[config.mk]
export PLATFORM = sky130hd
export DESIGN_NAME = uart_tx_arbiter
export DESIGN_NICKNAME = d
export VERILOG_FILES = /design/src/rtl/uart_tx_arbiter_pkg.sv /design/src/rtl/uart_tx_arbiter_rr_arbiter.sv /design/src/rtl/uart_tx_arbiter.sv
export SDC_FILE = /design/constraint.sdc
export NUM_CORES = 1
export LEC_CHECK = 0
export BUFFER_PORTS_ARGS = -buffer_cell sky130_fd_sc_hd__buf_2
export CELL_PAD_IN_SITES_DETAIL_PLACEMENT = 1
export CELL_PAD_IN_SITES_GLOBAL_PLACEMENT = 2
export CORE_ASPECT_RATIO = 2
export CORE_MARGIN = 10
export CORE_UTILIZATION = 29
export CTS_CLUSTER_DIAMETER = 50
export DETAILED_ROUTE_END_ITERATION = 8
export GPL_TIMING_DRIVEN = 0
export PLACE_DENSITY = 0.83
export SETUP_SLACK_MARGIN = 0.05
export SLEW_MARGIN = 20
export SYNTH_ARGS = -nofsm -noshare
export SYNTH_HDL_FRONTEND = slang
export SYNTH_SLANG_ARGS = --single-unit
[constraint.sdc]
create_clock -name clk -period 3.35 [get_ports clk]
set_input_delay 0.1675 -clock clk [delete_from_list [all_inputs] [get_ports clk]]
set_output_delay 0.1675 -clock clk [all_outputs]
set_load 0.005 [all_outputs]
[src/rtl/uart_tx_arbiter_pkg.sv]
// Shared types and helpers for the UART transmit arbiter.
// UART_ARB_BURST_EN enables multi-byte grants (see uart_tx_arbiter).
package uart_tx_arbiter_pkg;

  localparam int DATA_W_DEF = 8;

`ifdef UART_ARB_BURST_EN
  localparam bit BURST_EN = 1'b1;
`else
  localparam bit BURST_EN = 1'b0;
`endif

  typedef enum logic [1:0] {
    S_IDLE      = 2'd0,
    S_ISSUE     = 2'd1,
    S_WAIT_BUSY = 2'd2,
    S_WAIT_DONE = 2'd3
  } arb_state_t;

  // Bits needed to count up to (timeout - 1) cycles since tx_enable.
  function automatic int cnt_width(input int timeout);
    return ($clog2(timeout) < 1) ? 1 : $clog2(timeout);
  endfunction

endpackage

[src/rtl/uart_tx_arbiter_rr_arbiter.sv]
// Rotate-priority selector: first set request after ptr, wrapping.
// Purely combinational; the caller owns the pointer register.
module rr_arbiter #(
  parameter int NUM_REQ = 4
) (
  input  logic [NUM_REQ-1:0]         req,
  input  logic [$clog2(NUM_REQ)-1:0] ptr,
  output logic [NUM_REQ-1:0]         gnt,
  output logic [$clog2(NUM_REQ)-1:0] idx,
  output logic                       any
);

  localparam int IW = $clog2(NUM_REQ);
  localparam logic [IW:0] NREQ = (IW+1)'(NUM_REQ);

  logic [2*NUM_REQ-1:0] dbl;
  logic [NUM_REQ-1:0]   rot;
  logic [IW:0]          base;
  logic [IW:0]          sum;
  logic [IW-1:0]        off;

  // rot[k] is request (ptr+1+k) mod NUM_REQ
  always_comb begin
    dbl  = {req, req};
    base = {1'b0, ptr} + (IW+1)'(1);
    rot  = dbl[base +: NUM_REQ];
    off  = '0;
    any  = 1'b0;
    for (int k = NUM_REQ - 1; k >= 0; k--) begin
      if (rot[k]) begin
        off = IW'(k);
        any = 1'b1;
      end
    end
    sum = base + {1'b0, off};
    if (sum >= NREQ) begin
      sum = sum - NREQ;
    end
    idx = sum[IW-1:0];
    gnt = '0;
    if (any) begin
      gnt[idx] = 1'b1;
    end
  end

endmodule

[src/rtl/uart_tx_arbiter.sv]
// Round-robin sharing of one UART transmitter among NUM_REQ producers.
// Define UART_ARB_BURST_EN to allow up to BURST_LEN bytes per grant.
module uart_tx_arbiter
  import uart_tx_arbiter_pkg::*;
#(
  parameter int NUM_REQ          = 4,
  parameter int INPUT_DATA_WIDTH = DATA_W_DEF,
  parameter int BUSY_TIMEOUT     = 16,
  parameter int BURST_LEN        = 4
) (
  input  logic                                  clk,
  input  logic                                  reset,
  input  logic [NUM_REQ-1:0]                    req_valid,
  input  logic [NUM_REQ*INPUT_DATA_WIDTH-1:0]   req_data,
  output logic [NUM_REQ-1:0]                    req_ready,
  output logic                                  tx_enable,
  output logic [INPUT_DATA_WIDTH-1:0]           tx_data,
  input  logic                                  tx_busy,
  output logic [$clog2(NUM_REQ)-1:0]            grant_id,
  output logic                                  arb_busy,
  output logic                                  timeout_err
);

  localparam int IW = $clog2(NUM_REQ);
  localparam int CW = cnt_width(BUSY_TIMEOUT);
  localparam logic [CW-1:0] CNT_LAST = CW'(BUSY_TIMEOUT - 1);
  localparam int BURST_MAX =
    (BURST_EN && BURST_LEN > 1) ? BURST_LEN : 1;
  localparam int BW = $clog2(BURST_MAX + 1);
  localparam logic [BW-1:0] BURST_TOP = BW'(BURST_MAX);

  arb_state_t state_q, state_d;

  logic [IW-1:0]               ptr_q;
  logic [NUM_REQ-1:0]          grant_oh_q;
  logic [CW-1:0]               cnt_q;
  logic [BW-1:0]               burst_q;
  logic [INPUT_DATA_WIDTH-1:0] req_byte [NUM_REQ];
  logic [NUM_REQ-1:0]          win_oh;
  logic [IW-1:0]               win_idx;
  logic [IW-1:0]               sel_idx;
  logic                        win_any;
  logic                        new_grant;
  logic                        reissue;
  logic                        timeout;

  rr_arbiter #(
    .NUM_REQ (NUM_REQ)
  ) u_rr (
    .req (req_valid),
    .ptr (ptr_q),
    .gnt (win_oh),
    .idx (win_idx),
    .any (win_any)
  );

  always_comb begin
    for (int i = 0; i < NUM_REQ; i++) begin
      req_byte[i] = req_data[i*INPUT_DATA_WIDTH +: INPUT_DATA_WIDTH];
    end
  end

  always_comb begin
    state_d   = state_q;
    new_grant = 1'b0;
    reissue   = 1'b0;
    timeout   = 1'b0;
    unique case (state_q)
      S_IDLE: begin
        if (!tx_busy && win_any) begin
          state_d   = S_ISSUE;
          new_grant = 1'b1;
        end
      end
      S_ISSUE: begin
        state_d = S_WAIT_BUSY;
      end
      S_WAIT_BUSY: begin
        if (tx_busy) begin
          state_d = S_WAIT_DONE;
        end else if (cnt_q == CNT_LAST) begin
          state_d = S_IDLE;
          timeout = 1'b1;
        end
      end
      S_WAIT_DONE: begin
        if (!tx_busy) begin
          // Burst continuation skips the idle cycle and arbitration
          if (req_valid[grant_id] && burst_q < BURST_TOP) begin
            state_d = S_ISSUE;
            reissue = 1'b1;
          end else begin
            state_d = S_IDLE;
          end
        end
      end
      default: begin
        state_d = S_IDLE;
      end
    endcase
  end

  assign sel_idx = new_grant ? win_idx : grant_id;

  always_ff @(posedge clk or posedge reset) begin
    if (reset) begin
      state_q     <= S_IDLE;
      ptr_q       <= IW'(NUM_REQ - 1);
      grant_id    <= '0;
      grant_oh_q  <= '0;
      tx_data     <= '0;
      cnt_q       <= '0;
      burst_q     <= '0;
      timeout_err <= 1'b0;
    end else begin
      state_q <= state_d;
      if (new_grant || reissue) begin
        tx_data <= req_byte[sel_idx];
      end
      if (new_grant) begin
        grant_id   <= win_idx;
        grant_oh_q <= win_oh;
        ptr_q      <= win_idx;
        burst_q    <= BW'(1);
      end else if (reissue) begin
        burst_q <= burst_q + BW'(1);
      end
      // cnt_q tracks cycles elapsed since tx_enable
      if (state_q == S_ISSUE) begin
        cnt_q <= CW'(1);
      end else if (state_q == S_WAIT_BUSY && cnt_q != CNT_LAST) begin
        cnt_q <= cnt_q + CW'(1);
      end
      if (timeout) begin
        timeout_err <= 1'b1;
      end
    end
  end

  always_comb begin
    req_ready = '0;
    if (state_q == S_ISSUE) begin
      req_ready = grant_oh_q;
    end
  end

  assign tx_enable = (state_q == S_ISSUE);
  assign arb_busy  = (state_q != S_IDLE);

endmodule

==> After elaboration in Yosys (flattened, before gate mapping) <==
Index checks and enable logic that the tools add are counted.
{ "classes": {"muxes": 37, "n_reduce_logical": 11, "n_addsub": 5, "n_shift": 1, "bitwise": 1, "n_lt_le_gt_ge": 6, "eq_ne": 8} }
{ "op_table": {"columns": ["op", "count"], "rows": [
  ["2-bit 2-to-1 mux", 10],
  ["1-bit 2-to-1 mux", 17],
  ["8-bit binary-select mux with 2-bit select", 1],
  ["4-bit 2-to-1 mux", 4],
  ["8-bit 2-to-1 mux", 2],
  ["2-bit one-hot mux with 4 select lines", 1],
  ["8-bit by 4-bit variable part select with 4-bit output", 1],
  ["3-bit >= comparator, second input constant", 2],
  ["2-bit by 3-bit less-than comparator with 1-bit output, second input constant", 2],
  ["2-bit nonzero test", 3],
  ["4-bit by 1-bit adder with 4-bit output, second input constant", 1],
  ["2-bit == test, second input constant", 2],
  ["4-bit == test, second input constant", 1],
  ["1-bit logical AND", 4],
  ["2-bit != test, second input constant", 2],
  ["4-bit != test, second input constant", 1],
  ["2-bit by 1-bit adder with 3-bit output, second input constant", 1],
  ["3-bit by 2-bit adder with 3-bit output", 1],
  ["3-bit != test, second input constant", 1],
  ["2-bit inverter with 3-bit output", 1],
  ["3-bit AND reduction", 1],
  ["1-bit binary-select mux with 2-bit select", 1],
  ["1-bit demux with 2-bit select", 1],
  ["2-bit by 1-bit == test with 1-bit output, second input constant", 1],
  ["7 further kinds", 7]
]} }
{ "totals": {"word_cells": 77, "output_inout_bits": 17, "input_bits": 39, "regBits": 24} }

==> Logic depth before layout (Yosys ltp) <==
{ "logic_depth": {"depth_word": 14, "ltp_mapped": 13, "ltp_nobuf": 12} }

==> By module <==
From an unflattened synthesis, not the netlist that was laid out.
{ "unflattened": {"cells_unflattened": 176, "area_unflattened_um2": 1595.3} }
{ "modules_own_cells": {"columns": ["module", "area_per_inst_um2", "seq_area_each_um2", "n_inst", "cells_per_inst"], "rows": [
  ["uart_tx_arbiter", 1317.5, 603.1, 1, 138],
  ["rr_arbiter", 277.8, 0.0, 1, 38]
]} }

==> Worst setup path after synthesis <==
Ideal clock, no wire load.
{ "synth_timing": {"kind": "register to register", "from": "reg ptr_q[0]", "to": "reg tx_data[0]", "setup_time_ns": 0.092, "stages_incl_launch_ff": 11, "n_path_buf": 1, "t_arrival_ns": 2.322, "synth_period_minus_slack_ns": 2.413, "t_required_ns": 3.258, "slack_ns": 0.937, "cell_sequence": "dfstp_2 or4_2 o221ai_1 a21oi_1 ha_1 xnor2_1 a211o_1 nand3_4 buf_8 and3_4 o31ai_2"} }
{ "synth_via": {"elab_chain_cells": 14, "elab_cells_between_ends": 23, "classes_between": "add/sub: 3; order compare: 1; shift: 1; mux: 15; bitwise: 1; reduce/logical: 2"} }
{ "synth_rtl": {"columns": ["item", "line", "rtl"], "rows": [
  ["start, declared", "uart_tx_arbiter.sv:34", "logic [IW-1:0] ptr_q;"],
  ["start signal, assigned", "uart_tx_arbiter.sv:108", "ptr_q <= IW'(NUM_REQ - 1);"],
  ["start signal, assigned", "uart_tx_arbiter.sv:123", "ptr_q <= win_idx;"],
  ["2-bit by 1-bit adder with 3-bit output *", "uart_tx_arbiter_rr_arbiter.sv:25", "base = {1'b0, ptr} + (IW+1)'(1);"],
  ["8-bit by 4-bit variable part select with 4-bit output", "uart_tx_arbiter_rr_arbiter.sv:26", "rot = dbl[base +: NUM_REQ];"],
  ["2-bit 2-to-1 mux / 1-bit 2-to-1 mux (equally long branches) (4 in a row)", "uart_tx_arbiter_rr_arbiter.sv:30", "if (rot[k]) begin"],
  ["3-bit by 2-bit adder with 3-bit output / 1-bit logical AND (equally long branches)", "uart_tx_arbiter_rr_arbiter.sv:35, uart_tx_arbiter.sv:70", null],
  ["3-bit >= comparator (tied with other cells)", "uart_tx_arbiter_rr_arbiter.sv:36", "if (sum >= NREQ) begin"],
  ["2-bit 2-to-1 mux / 1-bit 2-to-1 mux (equally long branches)", "uart_tx_arbiter_rr_arbiter.sv:36, uart_tx_arbiter.sv:68", null],
  ["2-bit 2-to-1 mux *", null, null],
  ["named net sel_idx[1]", "uart_tx_arbiter.sv:41", "logic [IW-1:0] sel_idx;"],
  ["2-bit inverter with 3-bit output (not written as such) *", "uart_tx_arbiter.sv:118", "tx_data <= req_byte[sel_idx];"],
  ["8-bit binary-select mux with 2-bit select *", "uart_tx_arbiter.sv:118", null],
  ["8-bit 2-to-1 mux (not written as such) * (2 in a row)", "uart_tx_arbiter.sv:118", null],
  ["end signal, assigned", "uart_tx_arbiter.sv:118", null],
  ["end, declared", "uart_tx_arbiter.sv:17", "output logic [INPUT_DATA_WIDTH-1:0] tx_data,"]
]} }
Mark *: on every way through the listed nets, which the timed path passes. The rest lies on a longest branch. The select of a mux whose other input is x is not followed.
A chain may end at the register's enable or synchronous reset.

==> Worst setup path in the final report <==
Ends and elaborated chain as after synthesis.

==> results.toml <==
[die]
die_w_um = 73.8
die_y_um = 128
start_util = 0.296
dieArea_mm2 = 0.00941
pin_count = 56
rows = 39
coreArea_mm2 = 0.00566

[cells_and_area]
area_growth_pct = 26.6
nNetsFinal = 279
drive_gt1_frac = 0.414
n_antenna_cell = 0
fin_cells = 298
final_util = 0.375
stdcell_area_mm2 = 0.00212

[grt]
antenna_found_initial = 0
first_global_vias = 1808
met2_usage = 0.213
busiest_layer = "met2"
grt_util_met3 = 0.0264
globalRouteOverflowTotal = 0
grt_max_degree = 25
grt_pass1_wl_mm = 8.58
grt.total_usage = 0.113
grt_use_met1 = 0.102

[logic_synthesis]
ys_seq_elements = 24
syn_area_per_cell_um2 = 9.32
synth_nets = 221
yosysWarnings = 0
synth_cells = 180
yosys.area.top_type = "dfrtp_1"
ys_types = 54
synth_area_mm2 = 0.00168
synth_top_cell_area_share = 0.328
yosys-top-cells-area = "dfrtp_1 33%, nand2_1 8.3%, o31ai_1 4.5%, buf_6 4.0%, a211oi_1 3.1%"
synthFlopType = "dfrtp_1"
ys_seq_area_frac = 0.359
async_flop_share = 1.00
synth-edff-count = 0

[clock_tree]
clkTransAtPathRegs_ps = 70
hold_buffers = 0
cts_tree = "yes"
clock_latency_ps = 260
cts_buffers = 3
post_cts_buffers = 0
cts_resized = 0
clock-sinks = 24
root_buffer = "clkbuf_16"
htreeDepth = 1
clockBufferDepth = 2

[power]
powerDensity_mw_per_mm2 = 908
peakVddDrop_mv = 0.363
p_leak_uw = 0.00102

[placement]
gp_congestion = 0.807
dpl.hpwl_mm = 4.33
port_buffers = 53
placed_cell_area_mm2 = 0.00202
post-place-cells = 294

[timing]
finalHoldViolCount = 0
finalSetupViolCount = 0
finalSetupTns_ps = 0
slew_headroom = 0.376
slew_viol_final = 0
rsz0062_at_grt = "no"
hold_slack_ps = 99.5
finalCritPeriodShare = 0.795
fin_crit_ps = 2660
fmaxAchievable_mhz = 375
fin_skew_ps = 6.44
worst_pin_slew_ps = 935

[worst_setup_path]
end_kind = "register"
worstPathRequired_ps = 3500
r2r-end = "tx_data[0]"
cp-endpoint = "tx_data[0]"
reg2reg_from = "ptr_q[0]"
cp.arrival_ps = 2820
start_kind = "register"
worstPathMaxFanout = 10
reg2reg_slack_ps = 690
r2r_cells = 10
crit_type = "reg2reg"
cp-startpoint = "ptr_q[0]"

[detailed_routing]
first_pass_iters = 4
wire_per_inst_um = 17.0
drtIter0Drc = 19
drc_errors = 0
finalWirelength_mm = 5.07
vias = 1563
drt-vias-per-instance = 5.24
drtAntennaViolNets = 0

[status]
status = "finished, final reports clean"

[job]
maxCapViolCount = 0

[hold_path]
hp-class = "in2async"
-- cell type report --
| cell class | instances | area (µm²) |
|---|---|---|
| Clock buffer | 3 | 75.1 |
| Inverter | 9 | 36.3 |
| Tap cell | 61 | 76.3 |
| Clock inverter | 1 | 30.0 |
| Buffer | 10 | 103 |
| Sequential cell | 24 | 603 |
| Fill cell | 716 | 3540 |
| Multi-Input combinational cell | 137 | 936 |
| Timing Repair Buffer | 53 | 265 |
-- critical path, stage by stage (launching register included) --
cell	delay (ps)
dfstp_2	390
or4_2	660
o221ai_1	110
a21oi_1	80
ha_1	200
xnor2_1	270
a211o_1	200
nand3_4	140
buf_8	180
a211oi_1	250
o31ai_2	80
-- power breakdown --
part / internal (µW) / switching (µW) / leakage, µW
Sequential: 420 / 94.0 / 0.000289
Combinational: 476 / 590 / 0.000682
Clock: 238 / 111 / 0.0000511
Total: 1130 / 795 / 0.00102
-- logic make-up (layout without fill, tap and decap cells) --
family                   after synthesis  after routing  synth area share
AO/OA/AOI/OAI                         45             45             0.211
XOR/XNOR                               2              2            0.0104
adder cells (fa/ha/maj)                2              2            0.0149
buffers and inverters                 19             76            0.0828
flip-flops                            24             24             0.359
multiplexers                           2              2            0.0216
AND/OR/NAND/NOR                       86             86             0.300
-- routing by layer --
layer / vias to the layer above / part of all wire
li1: 755 / -
met1: 750 / 0.33
met2: 47 / 0.58
met3: 11 / 0.056
met4: 0 / 0.035
met5: - / 0
-- state kept, by name, summed over array words and instances, names as in the netlist --
register     flops
state_q          2
tx_data          8
ptr_q            2
grant_oh_q       4
timeout_err      1
grant_id         2
cnt_q            4
burst_q          1
-- how the worst min path moves through the flow --
stage	end	from	slack [ps]
2_1_floorplan	burst_q	reset	180
3_3_place_gp	cnt_q[0]	reset	430
3_5_place_dp	cnt_q[0]	reset	430
4_1_cts	tx_data[6]	reset	150
5_1_grt	tx_data[6]	reset	180
6_report	tx_data[6]	reset	100
-- cells in the mapped netlist (2+ instances only) --
library cell  count
inv_1             8
nand2_4           2
and3_2            6
a21oi_1           7
and2_1            8
dfstp_2           2
o21ai_0           4
ha_1              2
nor4_1            2
buf_6             6
nor2_1            7
nand3_1           5
buf_4             2
a211oi_1          7
nand2_1          37
and2_2            4
dfrtp_1          22
a211oi_2          3
nand2b_1          2
o31ai_1          10
-- stage by stage --
stage          power [µW]  setup slack, ps
6_report             1930              687
5_1_grt              2100              393
4_1_cts              1970              659
3_5_place_dp         1620              672
3_3_place_gp         1590              680
2_1_floorplan        1280              937
-- layout by cell type, fill, tap and decap left out, types with 2 or more instances in the layout --
| cell type | instances |
|---|---|
| inv_1 | 8 |
| a21oi_1 | 7 |
| nor4_1 | 2 |
| ha_1 | 2 |
| and2_2 | 4 |
| nand2b_1 | 2 |
| o21ai_0 | 4 |
| buf_2 | 53 |
| and2_1 | 8 |
| a211oi_1 | 7 |
| a211oi_2 | 3 |
| nor2_1 | 7 |
| clkbuf_16 | 3 |
| nand3_1 | 5 |
| nand2_1 | 37 |
| and3_2 | 6 |
| dfrtp_1 | 22 |
| buf_6 | 6 |
| dfstp_2 | 2 |
| buf_4 | 2 |
| nand2_4 | 2 |
| o31ai_1 | 10 |
(Power assumes the default switching activity.)
